`config.mk`:
```
export PLATFORM = sky130hd
export DESIGN_NAME = pll_lock_sequencer
export DESIGN_NICKNAME = d
export VERILOG_FILES = /design/src/rtl/pll_lock_sequencer.sv
export SDC_FILE = /design/constraint.sdc
export NUM_CORES = 1
export LEC_CHECK = 0
export ABC_AREA = 1
export CAP_MARGIN = 30
export CORE_MARGIN = 4
export CORE_UTILIZATION = 35
export CTS_CLUSTER_DIAMETER = 60
export DETAILED_ROUTE_END_ITERATION = 7
export GPL_TIMING_DRIVEN = 0
export PLACE_DENSITY = 0.54
export SYNTH_ARGS = -nofsm -noshare
export SYNTH_HDL_FRONTEND = slang
export SYNTH_SLANG_ARGS = --single-unit
```
`constraint.sdc`:
```
create_clock -name clk -period 1.6 [get_ports clk]
set_input_delay 0.32 -clock clk [delete_from_list [all_inputs] [get_ports clk]]
set_output_delay 0.32 -clock clk [all_outputs]
set_load 0.01 [all_outputs]
```
`src/rtl/pll_lock_sequencer.sv`:
```
// PLL power-up and lock-loss sequencer running on the reference clock.
// Define PLL_SEQ_TIMEOUT_EN to pulse the PLL reset when lock never arrives.
module pll_lock_sequencer #(
  parameter int SYNC_STAGES    = 2,
  parameter int STABLE_CYCLES  = 1024,
  parameter int HOLD_CYCLES    = 16,
  parameter int TIMEOUT_CYCLES = 65536,
  parameter int PLL_RST_CYCLES = 8,
  parameter int CNT_W          = 17
) (
  input  logic       clk,
  input  logic       resetn,
  input  logic       locked,
  output logic       pll_resetb,
  output logic       clk_en,
  output logic       core_resetn,
  output logic       ready,
  output logic [7:0] lock_loss_count,
  output logic [3:0] retry_count
);

  typedef enum logic [2:0] {
    WAIT_LOCK,
    STABLE,
    CLK_ON,
    RUN,
    LOST
`ifdef PLL_SEQ_TIMEOUT_EN
    , PLL_RST
`endif
  } state_t;

  if (SYNC_STAGES < 2 || STABLE_CYCLES < 1 || HOLD_CYCLES < 1 ||
      TIMEOUT_CYCLES < 1 || PLL_RST_CYCLES < 1 ||
      CNT_W < 1 || CNT_W > 30 ||
      STABLE_CYCLES > (1 << CNT_W) ||
      HOLD_CYCLES > (1 << CNT_W)) begin : g_bad_cfg
    $error("pll_lock_sequencer: invalid parameters");
  end

  localparam logic [CNT_W-1:0] ONE       = CNT_W'(1);
  localparam logic [CNT_W-1:0] STABLE_LD = CNT_W'(STABLE_CYCLES - 1);
  localparam logic [CNT_W-1:0] HOLD_LD   = CNT_W'(HOLD_CYCLES - 1);
`ifdef PLL_SEQ_TIMEOUT_EN
  localparam logic [CNT_W-1:0] RST_LD    = CNT_W'(PLL_RST_CYCLES - 1);
  localparam logic [CNT_W-1:0] WL_LD     = CNT_W'(TIMEOUT_CYCLES - 1);
`else
  localparam logic [CNT_W-1:0] WL_LD     = '0;
`endif

  state_t                 state_q, state_d;
  logic [CNT_W-1:0]       cnt_q, cnt_d;
  logic [SYNC_STAGES-1:0] sync_q, sync_d;
  logic                   clk_en_q, clk_en_d;
  logic                   core_resetn_q, core_resetn_d;
  logic                   ready_q, ready_d;
  logic [7:0]             llc_q, llc_d;
  logic                   lock_s;
`ifdef PLL_SEQ_TIMEOUT_EN
  logic                   pll_q, pll_d;
  logic [3:0]             retry_q, retry_d;
  logic                   armed_q, armed_d;
`endif

  assign lock_s = sync_q[SYNC_STAGES-1];

  always_comb begin
    sync_d        = {sync_q[SYNC_STAGES-2:0], locked};
    state_d       = state_q;
    cnt_d         = cnt_q;
    clk_en_d      = clk_en_q;
    core_resetn_d = core_resetn_q;
    ready_d       = ready_q;
    llc_d         = llc_q;
`ifdef PLL_SEQ_TIMEOUT_EN
    pll_d         = 1'b1;
    retry_d       = retry_q;
    armed_d       = armed_q;
`endif
    unique case (state_q)
      WAIT_LOCK: begin
        if (lock_s) begin
          state_d = STABLE;
          cnt_d   = STABLE_LD;
`ifdef PLL_SEQ_TIMEOUT_EN
        end else if (!armed_q) begin
          // first cycle out of reset starts the timeout
          cnt_d   = WL_LD;
          armed_d = 1'b1;
        end else if (cnt_q == '0) begin
          state_d = PLL_RST;
          cnt_d   = RST_LD;
          pll_d   = 1'b0;
          if (retry_q != 4'hF) retry_d = retry_q + 4'd1;
        end else begin
          cnt_d = cnt_q - ONE;
`endif
        end
      end
      STABLE: begin
        if (!lock_s) begin
          state_d = WAIT_LOCK;
          cnt_d   = WL_LD;
        end else if (cnt_q == '0) begin
          state_d  = CLK_ON;
          cnt_d    = HOLD_LD;
          clk_en_d = 1'b1;
        end else begin
          cnt_d = cnt_q - ONE;
        end
      end
      CLK_ON: begin
        if (!lock_s) begin
          state_d       = LOST;
          clk_en_d      = 1'b0;
          core_resetn_d = 1'b0;
          ready_d       = 1'b0;
        end else if (cnt_q == '0) begin
          state_d       = RUN;
          core_resetn_d = 1'b1;
          ready_d       = 1'b1;
        end else begin
          cnt_d = cnt_q - ONE;
        end
      end
      RUN: begin
        if (!lock_s) begin
          state_d       = LOST;
          clk_en_d      = 1'b0;
          core_resetn_d = 1'b0;
          ready_d       = 1'b0;
          if (llc_q != 8'hFF) llc_d = llc_q + 8'd1;
        end
      end
      LOST: begin
        state_d = WAIT_LOCK;
        cnt_d   = WL_LD;
      end
`ifdef PLL_SEQ_TIMEOUT_EN
      PLL_RST: begin
        if (cnt_q == '0) begin
          state_d = WAIT_LOCK;
          cnt_d   = WL_LD;
        end else begin
          pll_d = 1'b0;
          cnt_d = cnt_q - ONE;
        end
      end
`endif
      default: begin
        state_d       = WAIT_LOCK;
        cnt_d         = WL_LD;
        clk_en_d      = 1'b0;
        core_resetn_d = 1'b0;
        ready_d       = 1'b0;
      end
    endcase
  end

  always_ff @(posedge clk) begin
    if (!resetn) begin
      state_q       <= WAIT_LOCK;
      cnt_q         <= '0;
      sync_q        <= '0;
      clk_en_q      <= 1'b0;
      core_resetn_q <= 1'b0;
      ready_q       <= 1'b0;
      llc_q         <= '0;
`ifdef PLL_SEQ_TIMEOUT_EN
      pll_q         <= 1'b1;
      retry_q       <= '0;
      armed_q       <= 1'b0;
`endif
    end else begin
      state_q       <= state_d;
      cnt_q         <= cnt_d;
      sync_q        <= sync_d;
      clk_en_q      <= clk_en_d;
      core_resetn_q <= core_resetn_d;
      ready_q       <= ready_d;
      llc_q         <= llc_d;
`ifdef PLL_SEQ_TIMEOUT_EN
      pll_q         <= pll_d;
      retry_q       <= retry_d;
      armed_q       <= armed_d;
`endif
    end
  end

  assign clk_en          = clk_en_q;
  assign core_resetn     = core_resetn_q;
  assign ready           = ready_q;
  assign lock_loss_count = llc_q;
`ifdef PLL_SEQ_TIMEOUT_EN
  assign pll_resetb      = pll_q;
  assign retry_count     = retry_q;
`else
  assign pll_resetb      = 1'b1;
  assign retry_count     = '0;
`endif

endmodule

```
==> results of run 1 <==
==> registers in the layout, indices dropped and copies added, names as in the netlist <==
| register | flops |
|---|---|
| clk_en | 1 |
| ready | 1 |
| sync_q | 2 |
| cnt_q | 17 |
| state_q | 3 |
| lock_loss_count | 8 |
==> worst min-delay path, stage by stage <==
cell      delay [ns]
clkbuf_1        0.20
nand2_1         0.10
inv_1           0.03
==> how the worst min path moves through the flow <==
stage	from	to	slack [ns]	cells past startpoint
floorplan	sync_q[0]$_SDFF_PN0_	sync_q[1]$_SDFF_PN0_	0.39	2
global placement	sync_q[0]$_SDFF_PN0_	sync_q[1]$_SDFF_PN0_	0.40	2
detailed placement	sync_q[0]$_SDFF_PN0_	sync_q[1]$_SDFF_PN0_	0.41	2
CTS	resetn	sync_q[0]$_SDFF_PN0_	0.41	3
global route	resetn	sync_q[0]$_SDFF_PN0_	0.43	3
finish	resetn	sync_q[0]$_SDFF_PN0_	0.41	3
==> cells in the mapped netlist (2+ instances only) <==
master and n:
buf_6 2, nor2_1 51, dfxtp_1 32, clkinv_1 3
o21ai_0 6, conb_1 2, nand2_1 80, nand3_2 2
xnor2_1 4, nand2_4 2, nand3_1 22, nand2_2 2
nor3_4 2, clkbuf_1 2, a21oi_1 16, buf_4 6
nand4_1 3, o21bai_1 2, inv_2 6, inv_1 28
ha_1 3, xor2_1 5, o21ai_1 3, nor2_4 2
nor3_1 2, nor2_2 6
==> cell usage in the layout (no fill, tap or decap), types with 3 or more instances in the layout <==
| cell | count |
|---|---|
| nand4_1 | 3 |
| inv_2 | 8 |
| nand3_2 | 3 |
| nand2_1 | 69 |
| xnor2_1 | 4 |
| nor2_2 | 10 |
| nor2_4 | 8 |
| dfxtp_2 | 11 |
| xor2_1 | 5 |
| nand2_4 | 4 |
| nor2_1 | 41 |
| buf_6 | 4 |
| conb_1 | 5 |
| clkinv_1 | 3 |
| dfxtp_1 | 21 |
| o21ai_0 | 6 |
| nand2_2 | 11 |
| nand3_1 | 21 |
| clkdlybuf4s50_1 | 11 |
| a21oi_1 | 16 |
| clkbuf_8 | 5 |
| inv_1 | 25 |
| buf_4 | 12 |
==> per-layer routing <==
layer  up-vias  global-route usage (%)
met4         0                   3.566
met5         -                       0
met2        18                   22.74
met3         6                   3.571
met1       849                   16.50
li1       1009                       -
==> cells by family after synthesis <==
family                     share of synthesized area (%)
buffers and inverters                              11.03
and+or+nand+nor                                    41.68
AOI/OAI and AO/OA                                  8.764
DFF                                                32.28
adders and majority gates                          1.892
xor gates and xnor gates                           3.972
other                                             0.3785
==> through the flow <==
step | setup TNS [ns] | utilization, %
3_5_place_dp | -3.164 | 40.06
5_1_grt | -1.242 | 45.88
3_3_place_gp | -2.754 | 40.06
2_1_floorplan | 0 | -
6_report | 0 | 45.88
4_1_cts | -0.1835 | 42.79
==> layout make-up <==
| cell class | count | area [µm²] |
|---|---|---|
| Inverter | 38 | 146.4 |
| Clock inverter | 2 | 12.51 |
| Sequential cell | 32 | 654.4 |
| Buffer | 10 | 78.83 |
| Tap cell | 72 | 90.09 |
| Clock buffer | 5 | 68.82 |
| Multi-Input combinational cell | 229 | 1274 |
| Timing Repair Buffer | 21 | 201.4 |
| Fill cell | 585 | 2980 |
==> power by group <==
group	internal [mW]	switching, mW	leakage [nW]
Sequential	0.982	0.224	0.266
Combinational	1.23	1.81	0.821
Clock	0.295	0.313	0.0400
Total	2.51	2.34	1.13
==> what timing repair did <==
| action | CTS | global route |
|---|---|---|
| gates resized for setup | 17 | 42 |
| setup endpoints to repair | 22 | 30 |
| pin swaps | 6 | 18 |
| buffers inserted | 3 | 5 |
| cloned | 1 | 0 |
==> impl_metrics.tcl, run 1 <==
set metrics [dict create \
    wl_met3_um 129 \
    critPathBufInv 4 \
    cts_hold_buf 0 \
    drt-total-wl_um 4556 \
    met2WireLength_um 2217 \
    ir_drop_mv 0.7682 \
    n_antenna_cell 0 \
    die_w_um 83.30 \
    cpLargestDelayFamily "simple AND/OR/NAND/NOR gates" \
    leakagePower_nw 1.127 \
    remaining_drc_errors 0 \
    path_cells "inv_2 > ha_4 > inv_2 > nor2_4 > nand2_2 > nor2_4 > nand3_2 > nand2_4 > inv_4 > buf_6 > nand2_2 > nand2_1 > nand2_1 > nor2_1" \
    critPathKind "reg -> reg" \
    syn_to_final_growth_pct 27.30 \
    r2r_cells 14 \
    hold_viol 0 \
    drt-initial-drc-count 88 \
    rsz0062_at_grt "yes" \
    powerDensity_nw_per_um2 1922 \
    maxCapViolations 0 \
    numPortBuffers 12 \
    design_area_um2 2526 \
    drive_above_1_share_pct 27.30 \
    worstSkewPairLatency_ns 0.28 \
    dp.cells 393 \
    route.top_layer_used "met4" \
    nets 343 \
    dpl_cell_area_um2 2206 \
    power_mw 4.854 \
    drtAntennaViolNets 0 \
    htreeDepth 2 \
    clockBufferDepth 2 \
    grt_max_degree 11 \
    cts_tree "built" \
    async_reset_ff_share_pct 0 \
    synth_area_per_cell_um2 6.485 \
    grt_antenna_before_repair 0 \
    skew_ns 0.009692 \
    slowest_stage "dfxtp_2" \
    place_congestion 0.8242 \
    rows 27 \
    fin_ws_ns 0.02252 \
    routedWlPerCell_um 11.14 \
    hold_class "in -> reg" \
    num_vias 1882 \
    synthesis.area_um2 1984 \
    fin_cells 409 \
    initial_core_util_pct 36.04 \
    overflow 0 \
    place_ws_ns -0.2169 \
    cp.depth 14 \
    required_ns 1.77 \
    critPathLaunchType "flop" \
    reg2reg_from "cnt_q[0]$_SDFFE_PN0P_" \
    core-area_um2 5507 \
    grt_first_pass_wirelength_um 7679 \
    min_period_ns 1.577 \
    synth_edf_count 0 \
    r2r_slack_ns 0.02 \
    reg2reg_to "cnt_q[13]$_SDFFE_PN0P_" \
    setup_viol 0 \
    hpwl_um 3272 \
    synth_seq_cells 32 \
    synth_cell_types 38 \
    synth_top_cell_area_share_pct 32.28 \
    ios 19 \
    via_per_inst 4.601 \
    ys_top_cells_by_area "dfxtp_1, nand2_1, nor2_1" \
    period_share_pct 98.59 \
    yosysSeqAreaShare_pct 32.28 \
    track_usage_pct 13.33 \
    die-area_um2 6938 \
    slew_viol_final 0 \
    critPathMaxStageDelay_ns 0.33 \
    synth_cells 306 \
    critPathCaptureType "flop" \
    ys.flop_type "dfxtp_1" \
    crit_fanout 6 \
    fin_hold_ws_ns 0.4097 \
    cts-buffers-inserted 5 \
    ctsRootBufferMaster "clkbuf_8" \
    fmax_ghz 0.6339 \
    die_h_um 83.30 \
    crit_start "cnt_q[0]$_SDFFE_PN0P_" \
    status "finished, final reports clean" \
    yosysTopAreaCell "dfxtp_1" \
    yosys_warnings 0 \
    crit_arrival_ns 1.75 \
    first_global_vias 1696 \
    crit_end "cnt_q[13]$_SDFFE_PN0P_" \
    clkTransAtPathRegs_ns 0.07 \
    clkSinkCount 32 \
    wl_met1_um 2155 \
    first_pass_iters 4 \
]
Note: power is estimated with default switching activity, not from simulation.
==> inputs of run 2 (changes only) <==
- CTS_BUF_LIST: unset -> sky130_fd_sc_hd__clkbuf_2
==> run 2 against run 1 <==
Sequential share of layout area is 0.32 points lower. Clock power is 35% lower. Hold slack got worse by 0.13 ns. Total power is essentially flat. Routed wire length rose by 1.6%. Sequential power is essentially flat. Core utilization grew 1.1 points. Global-route usage rose by 0.47 points. Die area is the same. Clock skew is 0.018 ns higher. Critical path type unchanged.
==> impl_metrics.tcl, run 2 (same netlist as run 1, synthesis figures left out) <==
set metrics [dict create \
    status "finished, final reports clean" \
    maxCapViolations 0 \
    period_share_pct 98.95 \
    clockBufferDepth 2 \
    power_frac_comb_pct 67.0 \
    slew_viol_final 0 \
    r2r_slack_ns 0.02 \
    design_area_um2 2587 \
    hold_viol 0 \
    min_period_ns 1.583 \
    drive_above_1_share_pct 32.36 \
    fin_cells 415 \
    critPathMaxStageDelay_ns 0.38 \
    nets 349 \
    clkSinkCount 32 \
    drt-total-wl_um 4630 \
    ios 19 \
    cpLargestDelayFamily "simple AND/OR/NAND/NOR gates" \
    numPortBuffers 12 \
    initial_core_util_pct 36.04 \
    whs_path_depth 3 \
    slowest_stage "dfxtp_1" \
    drt-initial-drc-count 115 \
    grtUsageMet2_pct 23.25 \
    largest_reg_flops 17 \
    use_met3_pct 3.571 \
    powerDensity_nw_per_um2 1875 \
    dpl_cell_area_um2 2206 \
    hold_class "in -> reg" \
    die-area_um2 6938 \
    hpwl_um 3272 \
    crit_fanout 5 \
    die_w_um 83.30 \
    layout_common_cells "nand2_1, nor2_1, inv_1" \
    core-area_um2 5507 \
    htreeDepth 2 \
    max_slew_margin_pct 65.55 \
    remaining_drc_errors 0 \
    ctsRootBufferMaster "clkbuf_2" \
    r2r_cells 10 \
    required_ns 1.88 \
    pwr-share-clk_pct 8.2 \
    place_congestion 0.8242 \
    hp-start "resetn" \
    die_h_um 83.30 \
    switching_power_mw 2.459 \
    routedWlPerCell_um 11.16 \
    drtAntennaViolNets 0 \
    top_usage_layer "met2" \
    dp.cells 393 \
    regMostFlops "cnt_q" \
    seq_power_share_pct 24.9 \
    worst_pin_slew_ns 0.5168 \
    rsz0062_at_grt "yes" \
    overflow 0 \
    rows 27 \
    fillers 566 \
    reg2reg_to "cnt_q[16]$_SDFFE_PN0P_" \
    cts-buffers-inserted 5 \
    track_usage_pct 13.81 \
    fmax_ghz 0.6317 \
    path_cells "nor2_2 > nand2_1 > nor2_4 > nand2_2 > nand2_2 > nand2_4 > nor2_4 > nor2_4 > inv_2 > nor2_1" \
    switching_share_pct 50.68 \
    via_per_inst 4.658 \
    fin_hold_ws_ns 0.2847 \
    grt_max_degree 11 \
    first_global_vias 1772 \
    crit_arrival_ns 1.86 \
    first_pass_iters 4 \
    skew_ns 0.02739 \
    clkTransAtPathRegs_ns 0.19 \
    n_antenna_cell 0 \
    cts_tree "built" \
    critPathBufInv 1 \
    critPathLaunchType "flop" \
    layout_commonest_cell "nand2_1" \
    cp_common_cell "nor2_4" \
    internal_power_mw 2.392 \
    setup_viol 0 \
    grt_antenna_before_repair 0 \
    grt_first_pass_wirelength_um 7969 \
    hold_end "lock_loss_count[5]$_SDFFE_PN0P_" \
    leakagePower_nw 1.195 \
    syn_to_final_growth_pct 30.39 \
    num_vias 1933 \
    critPathCaptureType "flop" \
    ir_drop_mv 0.8374 \
    critPathKind "reg -> reg" \
    finalSetupTns_ns 0 \
    worstSkewPairLatency_ns 0.39 \
    use_met1_pct 17.46 \
    reg2reg_from "cnt_q[8]$_SDFFE_PN0P_" \
]
run 2: cell count changes in the layout (fill, tap and decap cells not counted), sizes merged:
cell and change:
buf +6, dlymetal6s2s -1, clkbuf +1, dlygate4sd2 +10, clkdlybuf4s50 -10
run 2: area by class of cell:
| type | count | area [µm²] | area share, % |
|---|---|---|---|
| clock buffer | 5 | 25.02 | 0.9671 |
| buffer | 10 | 78.83 | 3.046 |
| sequential | 32 | 661.9 | 25.58 |
| clock inverter | 2 | 12.51 | 0.4836 |
| tap | 72 | 90.09 | 3.482 |
| multi-input combinational | 229 | 1328 | 51.31 |
| timing repair buffer | 27 | 242.7 | 9.381 |
| inverter | 38 | 148.9 | 5.754 |
run 2: through the flow:
stage | util (%) | power [mW] | worst slack [ns]
2_1_floorplan | - | 3.100 | 0.03305
3_3_place_gp | 40.06 | 3.582 | -0.1894
3_5_place_dp | 40.06 | 3.591 | -0.2169
4_1_cts | 44.26 | 4.478 | -0.1305
5_1_grt | 46.99 | 5.341 | -0.1483
6_report | 46.99 | 4.851 | 0.01687
run 2: repair_timing:
item                                    CTS  global route
hold buffers                              0             0
endpoints found under the hold margin     0             0
resized for setup                        50            39
gates cloned                              2             0
endpoints found under the setup margin   33            25
setup buffers                            10             3
pin swaps                                10            13
run 2: power by group through the flow:
stage,clock network [mW],logic [mW],registers (mW)
6_report,0.396,3.25,1.21
5_1_grt,0.457,3.65,1.23
4_1_cts,0.424,2.87,1.19
3_5_place_dp,0,2.40,1.19
3_3_place_gp,0,2.39,1.19
2_1_floorplan,0,1.95,1.15
run 2: worst min-delay path, cell delays in order:
cell and delay (ns):
clkbuf_1 0.20, nand2_1 0.12, nor2_1 0.03
run 2: per-layer routing:
layer / vias up / part of all wire (%)
met3: 4 / 3.0
met5: - / 0
li1: 1024 / -
met1: 881 / 47
met4: 0 / 0.99
met2: 24 / 49
run 2: worst max-delay path by stage:
stage | startpoint | to | slack [ns] | cells past startpoint
2_1_floorplan | cnt_q[0]$_SDFFE_PN0P_ | cnt_q[15]$_SDFFE_PN0P_ | 0.03 | 14
3_3_place_gp | cnt_q[0]$_SDFFE_PN0P_ | cnt_q[14]$_SDFFE_PN0P_ | -0.19 | 12
3_5_place_dp | cnt_q[0]$_SDFFE_PN0P_ | cnt_q[15]$_SDFFE_PN0P_ | -0.22 | 14
4_1_cts | cnt_q[0]$_SDFFE_PN0P_ | cnt_q[12]$_SDFFE_PN0P_ | -0.13 | 12
5_1_grt | cnt_q[0]$_SDFFE_PN0P_ | cnt_q[9]$_SDFFE_PN0P_ | -0.15 | 11
6_report | cnt_q[8]$_SDFFE_PN0P_ | cnt_q[16]$_SDFFE_PN0P_ | 0.02 | 10
